File: config.mk
export PLATFORM = sky130hd
export DESIGN_NAME = usr
export DESIGN_NICKNAME = d
export VERILOG_FILES = /design/src/rtl/usr_pkg.sv /design/src/rtl/usr.sv
export SDC_FILE = /design/constraint.sdc
export NUM_CORES = 1
export LEC_CHECK = 0
export ABC_AREA = 1
export CORE_AREA = 2 2 39 41
export CTS_CLUSTER_DIAMETER = 40
export DETAILED_ROUTE_END_ITERATION = 10
export DIE_AREA = 0 0 41 43
export PLACE_DENSITY_LB_ADDON = 0.1
export SETUP_SLACK_MARGIN = 0.1
export SYNTH_ARGS = -nofsm -noshare
export SYNTH_HDL_FRONTEND = slang
export SYNTH_SLANG_ARGS = --single-unit
File: constraint.sdc
create_clock -name clk -period 1.9 [get_ports clk]
set_input_delay 0.285 -clock clk [delete_from_list [all_inputs] [get_ports clk]]
set_output_delay 0.285 -clock clk [all_outputs]
set_load 0.005 [all_outputs]
File: src/rtl/usr_pkg.sv
// Shared definitions for the universal shift register: operating-mode encodings.
package usr_pkg;

  typedef enum logic [2:0] {
    OP_PISO = 3'd0,
    OP_SIPO = 3'd1,
    OP_PIPO = 3'd2,
    OP_SISO = 3'd3,
    OP_ROR  = 3'd4,
    OP_ROL  = 3'd5,
    OP_SHL  = 3'd6,
    OP_SHR  = 3'd7
  } usr_op_e;

endpackage

File: src/rtl/usr.sv
// Universal N-bit shift register: parallel/serial load, shifts and rotates
// selected by op, with a serial output tapped from the appropriate end.
module usr
  import usr_pkg::*;
#(
  parameter int N = 4
) (
  input  logic         clk,
  input  logic         rst,
  input  logic [2:0]   op,
  input  logic         load,
  input  logic [N-1:0] i,
  input  logic         in,
  output logic [N-1:0] q,
  output logic         out
);

  logic [N-1:0] q_q;
  logic [N-1:0] q_d;
  logic [N-1:0] shr_in;
  usr_op_e      op_sel;

  assign op_sel = usr_op_e'(op);
  assign shr_in = {in, q_q[N-1:1]};

  always_comb begin
    q_d = q_q;
    unique case (op_sel)
      OP_PISO: q_d = load ? i : {1'b0, q_q[N-1:1]};
      OP_SIPO: q_d = load ? shr_in : q_q;
      OP_PIPO: q_d = load ? i : q_q;
      OP_SISO: q_d = shr_in;
      OP_ROR:  q_d = load ? i : {q_q[0], q_q[N-1:1]};
      OP_ROL:  q_d = load ? i : {q_q[N-2:0], q_q[N-1]};
      OP_SHL:  q_d = load ? i : {q_q[N-2:0], in};
      OP_SHR:  q_d = load ? i : shr_in;
      default: q_d = q_q;
    endcase
  end

  always_ff @(posedge clk) begin
    if (!rst) q_q <= '0;
    else      q_q <= q_d;
  end

  // Left-moving modes emit from the MSB; everything else emits the LSB.
  always_comb begin
    out = q_q[0];
    if (op_sel == OP_ROL || op_sel == OP_SHL) out = q_q[N-1];
  end

  assign q = q_q;

endmodule

Word-level counts from Yosys, hierarchy flattened. Index checks and enable logic that the tools add are counted.

Bits in registers: 4. Input port bits: 11. Output and inout bits: 5. Logic and storage cells: 22.

Equality and inequality tests: 9. Muxes and demuxes: 9. Reduce and logical (&&, ||, !) cells: 3.

Operator list (number): 4-bit case mux with 8 select lines (1); 4-bit 2-to-1 mux (7); 3-bit == test (second input constant) (4); 3-bit by 2-bit == test with 1-bit output (second input constant) (2); 2-bit inequality test (second input constant) (2); 3-bit by 1-bit == test with 1-bit output (second input constant) (1); 3-bit logical NOT (1); 2-bit AND reduction (1); 1-bit logical OR (1); 1-bit 2-to-1 mux (1).

Longest topological paths before layout.
Depth after elaboration: 3. Mapped depth: 8. Depth with buffers taken out: 7.

Least setup slack after synthesis. Ideal clock, no wire load.

Kind: input -> output. Start point: input port op[0]. End point: output port out. Arrival time: 0.803 ns. Required time: 1.615 ns. Path slack: 0.812 ns. Cell stages on the path: 6. Buffers on the path: 1. Path through: buf_6 > inv_6 > nand3_1 > nand2_2 > nor2_1 > a21oi_1.

Longest elaborated chain between the ends: 3. Elaborated cells between the ends (all ways): 4. Those cells by class: 2 x eq/ne; 1 x mux; 1 x reduce/logical.

Ends and longest elaborated chain: start: declaration (RTL line usr.sv:10) `input logic [2:0] op,`; 3-bit == test (RTL line usr.sv:49) `if (op_sel == OP_ROL || op_sel == OP_SHL) out = q_q[N-1];`; 1-bit logical OR (*) (RTL line usr.sv:49); 1-bit 2-to-1 mux (*) (RTL line usr.sv:49); end: declaration (RTL line usr.sv:15) `output logic out`.

Every way passes the cells marked *; elsewhere a longest branch is shown, timed or not.

Worst setup path after layout.
Start point: input port op[2]. End point: output port out.

Same word-level chain as after synthesis.

==> impl_metrics.yaml <==
placement:
  place.gp.congestion: 0.8139
  place_area_um2: 634.4
  portBuffers: 15
  numPlacedInstances: 114
  dp_hpwl_um: 1006
logic_synthesis:
  synth_top_cell_area_share_pct: 17.83
  synthFlopType: "dfxtp_1"
  synthCells: 80
  yosys_warnings: 0
  yosysMostFrequentCell: "nand2_1"
  synth_top_area_cell: "dfxtp_1"
  netlist_area_um2: 449.2
  synth-seq-cells: 4
  async_flop_share_pct: 0
  synth-edff-count: 0
  yosys-top-cells-area: "dfxtp_1 (18%), nand3_1 (17%), nand2_1 (15%)"
  synth-seq-area-share_pct: 17.83
  syn_area_per_cell_um2: 5.615
  synthTopCellsByCount: "nand2_1 (18), nor2_1 (16), nand3_1 (15)"
  ys_types: 17
  synthesis.nets: 91
global_route:
  grt_usage_pct: 15.95
  grt_pass1_wl_um: 1876
  grt_max_degree: 9
  overflow: 0
  antenna_found_initial: 0
  grt_pass1_vias: 500
floorplanning:
  die_h_um: 43
  die-area_um2: 1763
  coreArea_um2: 1384
  io-pin-count: 16
  start_util_pct: 32.46
  fp.dieW_um: 41
  rows: 14
timing:
  hold_ws_ps: 589.3
  relSlewSlack_pct: 79.18
  tns_ps: 0
  worstMarginPinSlew_ps: 311.3
  hold_viol: 0
  fin_skew_ps: 3.269
  post-route-min-period_ps: 1649
  fin_crit_sh_pct: 86.79
  rsz0062_at_grt: "false"
  maxSlewViolCount: 0
  finalSetupViolCount: 0
  clock.fmax_mhz: 606.4
pwr:
  power_leakage_nw: 0.3071
  power.density_nw_per_um2: 507.5
  peakVddDrop_mv: 0.3301
layout:
  largest_reg_flops: 4
  fin_area_um2: 653.1
  num_antenna_cells: 0
  stdcell_count: 117
  drive_gt1_share_pct: 21.78
  areaGrowthSynthToFinish_pct: 45.40
  nets: 114
cts:
  post_cts.repair.setup_buffers: 0
  cts_resized: 3
  clk_latency_ps: 230
  tritoncts: "built"
  cts_hold_buf: 0
  clockBufferDepth: 2
  root_buffer: "clkbuf_4"
  cts.htree.levels: 1
  clk_pin_slew_ps: 40
  cts_inserted_buffers: 3
  clock_sinks: 4
routing:
  drt_iter0_markers: 1
  vias: 562
  antenna_left: 0
  route.detailed.drc: 0
  drtPass1Iterations: 3
  wl_per_cell_um: 9.957
  routed_via_density: 4.803
  routed_wl_um: 1165
flow_run:
  cap_violations: 0
setup_path:
  arrival_ps: 1360
  cp-start-kind: "input pin"
  cp-end-kind: "output pin"
  cp_max_fo: 3
  worstPathRequired_ps: 1620
  crit_type: "input pin to output pin"
outcome:
  outcome: "complete, no violations"
min_path:
  hp-class: "register to register"
## worst max-delay path: stages
cell and delay [ps]:
clkdlybuf4s50_1 500, nand3_1 100, nand2_2 90, nor2_1 40, a21oi_1 110, dlygate4sd2_1 240
## metrics by stage
step / setup slack (ps) / total power (W) / utilization (%)
final: 250.9 / 0.0003315 / 47.20
after global routing: 168.1 / 0.0003622 / 47.20
after CTS: 227.4 / 0.0003432 / 47.20
after detailed placement: -155.0 / 0.0002368 / 45.84
after global placement: -135.9 / 0.0002362 / 45.84
after floorplan: 812.4 / 0.0001739 / -
## worst paths after layout
kind                      from           endpoint  slack, ps  cells after the start
max                      op[2]                out        250                      6
min          q[2]$_SDFFE_PN0P_  q[2]$_SDFFE_PN0P_        590                      2
max reg2reg  q[1]$_SDFFE_PN0P_  q[2]$_SDFFE_PN0P_        990                      6
min reg2reg  q[2]$_SDFFE_PN0P_  q[2]$_SDFFE_PN0P_        590                      2
## power breakdown
group          switching [W]  total, W  internal, W
clock              0.0000308  0.000101    0.0000704
combinational      0.0000614  0.000128    0.0000665
sequential        0.00000993  0.000102    0.0000925
total               0.000102  0.000331     0.000229
## metal layers
metal,vias to the layer above,share of wire [%],wire (um),global-route usage [%]
met5,-,0,0,0
met4,0,2.3,27,13.33
met3,4,2.8,33,3.141
met2,10,51,597,23.44
met1,246,43,506,18.59
li1,302,-,-,-
## logic make-up after synthesis
kind of cell           count (synthesis)  share of synthesized area (%)
AO/OA/AOI/OAI                          7                          10.02
buffers and inverters                 11                          14.48
flip-flops                             4                          17.83
AND/OR/NAND/NOR                       58                          57.66
## final cells by class
cell class	count	area (um^2)
clock buffer	3	22.52
fill	159	730.7
inverter	8	35.03
multi-input combinational	65	304.0
sequential	4	80.08
tap	16	20.02
timing repair buffer	21	191.4
## cells in the final DEF, fill, tap and decap left out
master           synthesis  layout
a21boi_2                 1       1
a21oi_1                  1       1
buf_4                    1       6
clkbuf_4                 0       3
clkdlybuf4s50_1          0      12
dfxtp_1                  4       4
dlygate4sd2_1            0       3
inv_1                    4       4
inv_2                    3       3
inv_6                    1       1
nand2_1                 18      18
nand2_2                  5       5
nand3_1                 15      15
nand4_1                  2       2
nor2_1                  16      16
nor2_2                   2       2
o21ai_0                  3       3
o21ai_1                  1       1
o21ai_2                  1       1
Power figures use the tool's default switching activity.
